**config.mk**
```make
export PLATFORM = sky130hd
export DESIGN_NAME = tt_proj_mux_ctrl
export DESIGN_NICKNAME = d
export VERILOG_FILES = /design/src/rtl/tt_proj_mux_ctrl.sv
export SDC_FILE = /design/constraint.sdc
export NUM_CORES = 1
export LEC_CHECK = 0
export ABC_AREA = 1
export ABC_CLOCK_PERIOD_IN_PS = 1700
export CAP_MARGIN = 5
export CORE_AREA = 2 2 172 174
export CTS_BUF_LIST = sky130_fd_sc_hd__clkbuf_16
export DETAILED_ROUTE_END_ITERATION = 10
export DIE_AREA = 0 0 174 176
export PLACE_DENSITY_LB_ADDON = 0.3
export SYNTH_ARGS = -nofsm -noshare
export SYNTH_HDL_FRONTEND = slang
export SYNTH_SLANG_ARGS = --single-unit
```
**constraint.sdc**
```tcl
create_clock -name clk -period 1.7 [get_ports clk]
set_input_delay 0.425 -clock clk [delete_from_list [all_inputs] [get_ports clk]]
set_output_delay 0.425 -clock clk [all_outputs]
set_load 0.1 [all_outputs]
```
**src/rtl/tt_proj_mux_ctrl.sv**
```systemverilog
// Project mux controller: selects one of N_PROJ project slots and sequences
// the switch with a break-before-make gap, then a held project reset, then
// ACTIVE. Only the selected slot drives the pads, and only while ACTIVE.
module tt_proj_mux_ctrl #(
  parameter int unsigned N_PROJ  = 16,
  parameter int unsigned GAP_CYC = 2,
  parameter int unsigned RST_CYC = 4
) (
  input  logic                      clk,
  input  logic                      rst_n,
  input  logic                      ctrl_ena,
  input  logic                      sel_inc,
  input  logic                      sel_clr,
  input  logic                      user_rst_n,
  input  logic [N_PROJ*24-1:0]      ow_all,
  output logic [N_PROJ-1:0]         ena,
  output logic                      proj_rst_n,
  output logic [7:0]                uo_out,
  output logic [7:0]                uio_out,
  output logic [7:0]                uio_oe,
  output logic [$clog2(N_PROJ)-1:0] cur_addr,
  output logic                      busy
);

  localparam int unsigned AW = $clog2(N_PROJ);
  // The counter holds the remaining cycles in the current phase minus one.
  localparam logic [7:0] GapLoad = 8'(GAP_CYC - 1);
  localparam logic [7:0] RstLoad = 8'(RST_CYC - 1);
  localparam logic [AW-1:0] LastAddr = AW'(N_PROJ - 1);

  typedef enum logic [1:0] {StOff, StGap, StPrst, StActive} state_e;

  state_e        state_q, state_d;
  logic [AW-1:0] addr_q, addr_d;
  logic [7:0]    cnt_q, cnt_d;
  logic          trigger;
  logic [23:0]   sel_word;

  // State, address and phase counter registers.
  always_ff @(posedge clk or negedge rst_n) begin
    if (!rst_n) begin
      state_q <= StOff;
      addr_q  <= '0;
      cnt_q   <= '0;
    end else begin
      state_q <= state_d;
      addr_q  <= addr_d;
      cnt_q   <= cnt_d;
    end
  end

  // Next-state: address stepping, (re)trigger into GAP, phase countdown.
  always_comb begin
    state_d = state_q;
    addr_d  = addr_q;
    cnt_d   = cnt_q;

    // Address moves regardless of state; clear has priority over increment.
    if (sel_clr) begin
      addr_d = '0;
    end else if (sel_inc) begin
      addr_d = (addr_q == LastAddr) ? '0 : addr_q + 1'b1;
    end

    // Any address change while enabled restarts the sequence, so a slot's
    // enable is always separated from another slot's by at least one GAP.
    trigger = ctrl_ena && ((state_q == StOff) || sel_inc || sel_clr);

    if (!ctrl_ena) begin
      state_d = StOff;
      cnt_d   = '0;
    end else if (trigger) begin
      state_d = StGap;
      cnt_d   = GapLoad;
    end else begin
      case (state_q)
        StGap: begin
          if (cnt_q == 8'd0) begin
            state_d = StPrst;
            cnt_d   = RstLoad;
          end else begin
            cnt_d = cnt_q - 8'd1;
          end
        end
        StPrst: begin
          if (cnt_q == 8'd0) begin
            state_d = StActive;
          end else begin
            cnt_d = cnt_q - 8'd1;
          end
        end
        default: ;
      endcase
    end
  end

  // Moore outputs decoded from the state and address registers.
  always_comb begin
    ena        = '0;
    proj_rst_n = 1'b0;
    busy       = 1'b0;
    uo_out     = '0;
    uio_out    = '0;
    uio_oe     = '0;
    sel_word   = ow_all[24*addr_q +: 24];
    case (state_q)
      StGap: begin
        busy = 1'b1;
      end
      StPrst: begin
        busy         = 1'b1;
        ena[addr_q]  = 1'b1;
      end
      StActive: begin
        ena[addr_q]                = 1'b1;
        proj_rst_n                 = user_rst_n;
        {uio_oe, uio_out, uo_out}  = sel_word;
      end
      default: ;
    endcase
  end

  assign cur_addr = addr_q;

endmodule

```
==> results.sh, run 1 <==
export IMPL_crit_chain="buf_12, buf_12, buf_16, nand2_4, nand3_2, nand2_2, nand2_2, nand2_2, nor2_2, nor2_4, buf_12"
export IMPL_fmax_mhz=408
export IMPL_period_minus_slack_ns=2.45
export IMPL_finalMaxSlewViolations=0
export IMPL_port_buffers=435
export IMPL_std_cell_rows=62
export IMPL_worst_pin_slew_ns=0.503
export IMPL_gp_congestion=0.920
export IMPL_yosys_top_cells_count="nand2_1 (722), inv_1 (362), nand3_1 (181), nor2_1 (80), buf_2 (39)"
export IMPL_synthTopCellsByArea="nand2_1 (43%), inv_1 (21%), nand3_1 (14%)"
export IMPL_synth_area_sq_um=6360
export IMPL_antenna_found_initial=6
export IMPL_power_leakage_nw=7.40
export IMPL_p_sw_share_pct=44.5
export IMPL_dr_pass1_iters=5
export IMPL_grt_pass1_wl_mm=56.6
export IMPL_slew_headroom_pct=66.2
export IMPL_p_switching_mw=1.97
export IMPL_core_region_area_sq_um=28500
export IMPL_ys_seq_area_share_pct=5.51
export IMPL_ir_worst_vdd_v=0.000411
export IMPL_clock_latency_ns=0.24
export IMPL_power_mw=4.43
export IMPL_die_width_um=174
export IMPL_synthFlopType="dfrtp_1"
export IMPL_p_int_mw=2.46
export IMPL_hold_viol=0
export IMPL_die_h_um=176
export IMPL_clock_skew_ns=0.000850
export IMPL_path_class="reg2out"
export IMPL_pwr_share_clk_pct=10.2
export IMPL_ys_types=23
export IMPL_pwr_share_comb_pct=81.5
export IMPL_synth_edf_count=0
export IMPL_clock_path_buffers=2
export IMPL_critPathCaptureType="output pin"
export IMPL_avgRoutedWirePerCell_um=17.8
export IMPL_syn_avg_cell_area_sq_um=4.34
export IMPL_r2r_start="state_q[1]"
export IMPL_setup_slack_ns=-0.751
export IMPL_drtIter0Drc=623
export IMPL_cts_tree="done"
export IMPL_syn_inst=1467
export IMPL_status="finished, violations left"
export IMPL_grt_max_degree=76
export IMPL_tns_ns=-24.68
export IMPL_fin_crit_sh_pct=144
export IMPL_grt_pass1_vias=9678
export IMPL_syn_nets=1867
export IMPL_clkTransAtPathRegs_ns=0.05
export IMPL_startpoint_type="register"
export IMPL_crit_fanout=6
export IMPL_root_buffer="clkbuf_16"
export IMPL_start_util_pct=22.3
export IMPL_drive_gt1_share_pct=18.1
export IMPL_violations="negative setup slack"
export IMPL_yosys_warnings=0
export IMPL_pin_count=436
export IMPL_synth_top_area_share_pct=42.6
export IMPL_cts_sinks=14
export IMPL_yosys_register_bits=14
export IMPL_reg2reg_to="cnt_q[0]"
export IMPL_dp_hpwl_mm=30.6
export IMPL_vias=10200
export IMPL_synthMostInstantiatedCell="nand2_1"
export IMPL_drv_cap=0
export IMPL_via_per_inst=4.41
export IMPL_area_growth_pct=115
export IMPL_nets=2328
export IMPL_drc=0
export IMPL_p_per_area_nw_per_um2=325
export IMPL_async_reset_ff_share_pct=100
export IMPL_setup_violations_final=42
export IMPL_h_tree_depth=1
export IMPL_wirelength_mm=41.1
export IMPL_rsz0062_at_grt="true"
export IMPL_cp_required_ns=1.27
export IMPL_seq_power_share_pct=8.3
export IMPL_dieArea_sq_um=30600
export IMPL_rr_worst_depth=10
export IMPL_hold_buffers=0
export IMPL_yosys_area_top_type="nand2_1"
export IMPL_crit_path_top_delay_cell="dfrtp_4"
export IMPL_slowest_delay_ns=0.50
export IMPL_preCtsSetupSlack_ns=-0.721
export IMPL_track_usage_pct=23.8
export IMPL_ant_nets=0
export IMPL_overflow=0
export IMPL_nFillCells=3011
export IMPL_r2r_slack_ns=0.02
export IMPL_critPathArrivalTime_ns=2.03
export IMPL_cts_buffers=3
export IMPL_min_path_type="in2async"
worst max path at each step:
stage,startpoint,to,cells after the start
2_1_floorplan,cur_addr[0],ena[0],7
3_3_place_gp,cur_addr[0],uio_oe[7],10
3_5_place_dp,cur_addr[0],uio_oe[7],10
4_1_cts,cur_addr[0],uio_out[4],10
5_1_grt,cur_addr[0],uio_out[7],11
6_report,cur_addr[0],uio_out[7],11
per-layer routing:
layer  share of wire (%)  global-route usage [%]  vias to the layer above
met5               0.061                       0                        -
met4                 3.4                    5.29                        4
met3                 6.1                    3.85                       72
met2                  51                    45.0                      375
met1                  40                    28.1                     4640
li1                    -                       -                     5110
stage by stage:
step                      hold WS (ns)  std cells  cell area [sq um]  utilization, %
after floorplan                  0.129       1467               6890               -
after global placement           0.480       2269              12200            42.9
after detailed placement         0.491       2269              12200            42.9
after CTS                        0.498       2278              12600            44.0
after global routing             0.510       2315              13700            47.8
final                            0.495       2315              13700            47.8
worst max-delay path, delay by kind of cell, from the launching register on:
family	cells	cell delay [ns]
AND/OR/NAND/NOR	7	0.59
flip-flops	1	0.50
buffers and inverters	4	0.67
what timing repair did:
action                     4_1_cts  5_1_grt
setup endpoints to repair       47       53
pin swaps                        0       53
resized for setup               29      168
buffers inserted                 1       14
cloned                           4       20
state kept, by name, summed over array words and instances (netlist names):
signal,cells
cnt_q,8
cur_addr,4
state_q,2
logic make-up after synthesis:
kind of cell / synth area share, %
adder cells (fa/ha/maj): 1.97
flip-flops: 5.51
buffers and inverters: 28.9
AO/OA/AOI/OAI: 0.885
AND/OR/NAND/NOR: 62.4
XOR/XNOR: 0.413
cell type report:
cell class	instances	area, sq um	share of cell area, %
Antenna cell	4	10.0	0.0733
Clock buffer	3	75.1	0.550
Clock inverter	1	3.75	0.0275
Inverter	365	1420	10.4
Multi-Input combinational cell	1014	5050	37.0
Sequential cell	14	365	2.68
Tap cell	384	480	3.52
Timing Repair Buffer	528	6230	45.6
Timing Repair inverter	2	27.5	0.202
cell usage in the layout (no fill, tap or decap), types with 2 or more instances in the layout:
cell | synthesis | routed
dfrtp_1 | 14 | 10
buf_8 | 0 | 2
inv_1 | 362 | 351
ha_2 | 0 | 2
nand3_2 | 1 | 23
nand2_2 | 1 | 78
o21ai_0 | 6 | 5
buf_16 | 0 | 10
diode_2 | 0 | 4
clkbuf_16 | 0 | 16
xor2_1 | 3 | 3
buf_6 | 13 | 12
ha_4 | 0 | 4
nor2_2 | 2 | 20
nor2_1 | 80 | 12
nand2_1 | 722 | 638
ha_1 | 10 | 4
buf_12 | 0 | 64
nor2_4 | 1 | 51
inv_2 | 1 | 8
nand2_4 | 0 | 5
clkinvlp_4 | 0 | 2
a21oi_1 | 4 | 3
nand3_1 | 181 | 158
inv_8 | 0 | 2
dfrtp_4 | 0 | 4
nand2_8 | 0 | 2
clkdlybuf4s50_1 | 0 | 389
buf_4 | 10 | 38
power by group through the flow:
stage	Combinational, mW	Clock, mW	Sequential (mW)
floorplan	1.54	0	0.398
global placement	3.01	0	0.372
detailed placement	3.02	0	0.373
CTS	3.15	0.465	0.376
global route	3.91	0.478	0.371
finish	3.61	0.451	0.369
(Power assumes the default switching activity.)
==> run 2, diff against run 1 <==
TNS_END_PERCENT = 20   (was default)
==> results.sh, run 2 (synthesized netlist as in run 1, its figures left out) <==
export IMPL_hold_viol=0
export IMPL_avgRoutedWirePerCell_um=16.9
export IMPL_top_register="cnt_q"
export IMPL_grt_max_degree=39
export IMPL_via_per_inst=4.38
export IMPL_drtIter0Drc=497
export IMPL_p_switching_mw=1.93
export IMPL_drc=0
export IMPL_clock_latency_ns=0.25
export IMPL_nFillCells=3041
export IMPL_power_mw=4.36
export IMPL_drv_cap=0
export IMPL_dpl_cell_count=2282
export IMPL_clkTransAtPathRegs_ns=0.05
export IMPL_h_tree_depth=1
export IMPL_critPathArrivalTime_ns=2.03
export IMPL_root_buffer="clkbuf_16"
export IMPL_p_int_mw=2.42
export IMPL_use_met3_pct=3.45
export IMPL_worst_pin_slew_ns=0.615
export IMPL_setup_violations_final=41
export IMPL_pwr_share_comb_pct=80.8
export IMPL_power_leakage_nw=7.31
export IMPL_cp_required_ns=1.27
export IMPL_p_per_area_nw_per_um2=326
export IMPL_fin_cells=2310
export IMPL_gp_congestion=0.886
export IMPL_use_met1_pct=28.4
export IMPL_startpoint_type="register"
export IMPL_track_usage_pct=24.1
export IMPL_busiest_layer="met2"
export IMPL_cts_sinks=14
export IMPL_vias=10100
export IMPL_critPathCaptureType="output pin"
export IMPL_fmax_mhz=407
export IMPL_pwr_share_clk_pct=10.8
export IMPL_reg2reg_to="cur_addr[0]"
export IMPL_clock_skew_ns=0.00335
export IMPL_hold_buffers=0
export IMPL_clock_path_buffers=2
export IMPL_die_h_um=176
export IMPL_r2r_slack_ns=0.05
export IMPL_final_common_cell="nand2_1"
export IMPL_period_minus_slack_ns=2.46
export IMPL_grt_pass1_wl_mm=57.1
export IMPL_core_region_area_sq_um=28500
export IMPL_p_sw_share_pct=44.4
export IMPL_largest_reg_flops=8
export IMPL_area_growth_pct=110
export IMPL_cts_buffers=3
export IMPL_rr_worst_depth=8
export IMPL_finalMaxSlewViolations=0
export IMPL_antenna_found_initial=7
export IMPL_std_cell_rows=62
export IMPL_die_width_um=174
export IMPL_rsz0062_at_grt="true"
export IMPL_min_path_type="in2async"
export IMPL_status="finished, violations left"
export IMPL_dp_hpwl_mm=30.8
export IMPL_stdcell_area_sq_um=13400
export IMPL_final_cell_mix="nand2_1 (655), clkdlybuf4s50_1 (389), inv_1 (359)"
export IMPL_fin_crit_sh_pct=145
export IMPL_r2r_start="cur_addr[0]"
export IMPL_drive_gt1_share_pct=16.7
export IMPL_wirelength_mm=39.0
export IMPL_path_class="reg2out"
export IMPL_ir_worst_vdd_v=0.000288
export IMPL_post_dp_cell_area_sq_um=12300
export IMPL_tns_ns=-25.53
export IMPL_gr_usage_met2_pct=45.4
export IMPL_slew_headroom_pct=58.7
export IMPL_start_util_pct=22.3
export IMPL_crit_fanout=15
export IMPL_overflow=0
export IMPL_seq_power_share_pct=8.4
export IMPL_cts_tree="done"
export IMPL_setup_slack_ns=-0.758
export IMPL_nets=2320
export IMPL_grt_pass1_vias=9859
export IMPL_violations="negative setup slack"
export IMPL_pin_count=436
export IMPL_ant_nets=0
export IMPL_port_buffers=435
export IMPL_dr_pass1_iters=5
export IMPL_dieArea_sq_um=30600
run 2: worst max-delay path, stage by stage (launching register included):
cell	delay [ns]
dfrtp_4	0.48
buf_12	0.17
buf_16	0.16
buf_16	0.16
nand2_1	0.09
nand3_2	0.10
nand2_1	0.08
nand2_1	0.07
nand2_2	0.10
nor2_2	0.06
nor2_4	0.11
buf_12	0.19
run 2: power groups by stage:
stage                     Sequential, mW  Combinational [mW]  Clock, mW
after floorplan                    0.397                1.51          0
after global placement             0.373                3.07          0
after detailed placement           0.373                3.08          0
after CTS                          0.365                3.42      0.476
after global routing               0.367                3.82      0.489
final                              0.365                3.52      0.471
run 2: routing by layer:
| layer | wire (um) | vias up | share of wire (%) |
|---|---|---|---|
| li1 | - | 5096 | - |
| met1 | 15300 | 4562 | 39 |
| met2 | 20000 | 388 | 51 |
| met3 | 2370 | 60 | 6.1 |
| met4 | 1360 | 2 | 3.5 |
| met5 | 13 | - | 0.033 |
run 2: final cells by class:
class | instances | area [sq um] | share of cell area [%]
Tap cell | 384 | 480 | 3.60
Sequential cell | 14 | 365 | 2.74
Clock inverter | 1 | 3.75 | 0.0281
Inverter | 365 | 1400 | 10.5
Timing Repair Buffer | 521 | 6070 | 45.4
Clock buffer | 3 | 75.1 | 0.562
Antenna cell | 7 | 17.5 | 0.131
Multi-Input combinational cell | 1014 | 4940 | 37.0
Timing Repair inverter | 1 | 11.3 | 0.0843
run 2: worst max-delay path by stage:
stage           startpoint  cells past startpoint         end
3_3_place_gp   cur_addr[0]                     10   uio_oe[3]
2_1_floorplan  cur_addr[0]                     12  uio_out[6]
5_1_grt        cur_addr[0]                     11   uio_oe[4]
4_1_cts        cur_addr[0]                     11   uo_out[5]
3_5_place_dp   cur_addr[0]                     10   uio_oe[3]
6_report       cur_addr[0]                     11   uio_oe[6]
run 2: stage by stage:
step	utilization [%]	worst slack, ns	hold WS, ns
2_1_floorplan	-	-0.647	0.129
3_3_place_gp	43.3	-0.618	0.482
3_5_place_dp	43.3	-0.604	0.498
4_1_cts	45.7	-0.754	0.503
5_1_grt	46.8	-0.827	0.514
6_report	46.8	-0.758	0.496
run 2: repair_timing:
| action | CTS | global route |
|---|---|---|
| setup buffers | 4 | 1 |
| setup endpoints to repair | 49 | 51 |
| gates cloned | 10 | 3 |
| pin swaps | 27 | 21 |
| resized for setup | 96 | 69 |
==> run 3, diff against run 2 <==
CTS_BUF_LIST = default   (was sky130_fd_sc_hd__clkbuf_16)
==> results.sh, run 3 (synthesized netlist as in run 1, its figures left out) <==
export IMPL_dr_pass1_iters=5
export IMPL_crit_path_top_delay_cell="dfrtp_4"
export IMPL_crit_fanout=15
export IMPL_std_cell_rows=62
export IMPL_grt_pass1_wl_mm=57.1
export IMPL_final_util_pct=46.8
export IMPL_clock_skew_ns=0.00324
export IMPL_critPathCaptureType="output pin"
export IMPL_vias=10100
export IMPL_final_common_cell="nand2_1"
export IMPL_drive_gt1_share_pct=16.7
export IMPL_ir_worst_vdd_v=0.000288
export IMPL_critPathArrivalTime_ns=2.04
export IMPL_gp_congestion=0.886
export IMPL_wirelength_mm=39.0
export IMPL_clock_path_buffers=2
export IMPL_r2r_start="cur_addr[0]"
export IMPL_min_path_type="in2async"
export IMPL_worst_pin_slew_ns=0.615
export IMPL_fin_crit_sh_pct=145
export IMPL_drtIter0Drc=497
export IMPL_cp_depth=11
export IMPL_r2r_slack_ns=0.05
export IMPL_clkTransAtPathRegs_ns=0.05
export IMPL_drc=0
export IMPL_antenna_found_initial=7
export IMPL_violations="negative setup slack"
export IMPL_period_minus_slack_ns=2.46
export IMPL_setup_slack_ns=-0.762
export IMPL_critPathTopFamily="buffers and inverters"
export IMPL_die_h_um=176
export IMPL_whs_ns=0.497
export IMPL_stdcell_area_sq_um=13400
export IMPL_fin_cells=2310
export IMPL_busiest_layer="met2"
export IMPL_finalMaxSlewViolations=0
export IMPL_worst_path_buf_inv=4
export IMPL_reg2reg_to="cur_addr[0]"
export IMPL_grt_pass1_vias=9859
export IMPL_power_leakage_nw=7.31
export IMPL_status="finished, violations left"
export IMPL_dieArea_sq_um=30600
export IMPL_h_tree_depth=1
export IMPL_rsz0062_at_grt="true"
export IMPL_p_per_area_nw_per_um2=327
export IMPL_use_met1_pct=28.4
export IMPL_crit_chain="buf_12, buf_16, buf_16, nand2_2, nand3_1, nand2_2, nand2_1, nand2_1, nor2_4, nor2_4, buf_12"
export IMPL_dpl_cell_count=2282
export IMPL_core_region_area_sq_um=28500
export IMPL_top_register="cnt_q"
export IMPL_setup_violations_final=41
export IMPL_slowest_delay_ns=0.48
export IMPL_fmax_mhz=406
export IMPL_nets=2320
export IMPL_area_growth_pct=110
export IMPL_post_dp_cell_area_sq_um=12300
export IMPL_cts_tree="done"
export IMPL_die_width_um=174
export IMPL_pin_count=436
export IMPL_overflow=0
export IMPL_rr_worst_depth=8
export IMPL_cp_startpoint="cur_addr[0]"
export IMPL_track_usage_pct=24.1
export IMPL_power_mw=4.36
export IMPL_root_buffer="clkbuf_16"
export IMPL_start_util_pct=22.3
export IMPL_cts_buffers=3
export IMPL_grt_max_degree=39
export IMPL_via_per_inst=4.38
export IMPL_hold_buffers=0
export IMPL_dp_hpwl_mm=30.8
export IMPL_port_buffers=435
export IMPL_largest_reg_flops=8
export IMPL_use_met3_pct=3.45
export IMPL_avgRoutedWirePerCell_um=16.9
export IMPL_drv_cap=0
export IMPL_final_cell_mix="nand2_1 (655), clkdlybuf4s50_1 (389), inv_1 (358)"
export IMPL_slew_headroom_pct=58.7
export IMPL_tns_ns=-25.52
export IMPL_cp_required_ns=1.27
export IMPL_gr_usage_met2_pct=45.4
export IMPL_startpoint_type="register"
export IMPL_ant_nets=0
export IMPL_preCtsSetupSlack_ns=-0.604
export IMPL_path_class="reg2out"
export IMPL_hold_viol=0
export IMPL_crit_path_end="uio_out[4]"
export IMPL_cts_sinks=14
export IMPL_clock_latency_ns=0.25
[run 3: area by class of cell]
cell class              instances  area, sq um
well taps                     384          480
flip-flops and latches         14          365
repair buffers                521         6070
inverters                     365         1400
fillers                      3041        15200
diodes                          7         17.5
repair inverters                1         11.3
multi-input cells            1014         4940
clock buffers                   4         78.8
[run 3: worst min path at each step]
stage                     slack (ns)       end     start
final                           0.50  cnt_q[2]     rst_n
after global routing            0.51  cnt_q[0]     rst_n
after CTS                       0.50  cnt_q[2]     rst_n
after detailed placement        0.50  cnt_q[6]  cnt_q[6]
after global placement          0.48  cnt_q[6]  cnt_q[6]
after floorplan                 0.13  cnt_q[0]     rst_n
[run 3: repair_timing]
action | in CTS | in global routing
pin swaps | 27 | 21
setup endpoints to repair | 49 | 51
buffers inserted | 4 | 1
gates resized for setup | 96 | 69
cloned | 10 | 3
[run 3: power breakdown]
part / internal [mW] / switching, mW / total [mW]
Clock: 0.319 / 0.158 / 0.476
Combinational: 1.76 / 1.76 / 3.52
Sequential: 0.349 / 0.0157 / 0.365
Total: 2.43 / 1.93 / 4.36
[run 3: metal layers]
layer,up-vias,part of all wire [%]
met1,4575,39
met4,2,3.3
li1,5096,-
met2,393,51
met3,58,6.0
met5,-,0.033
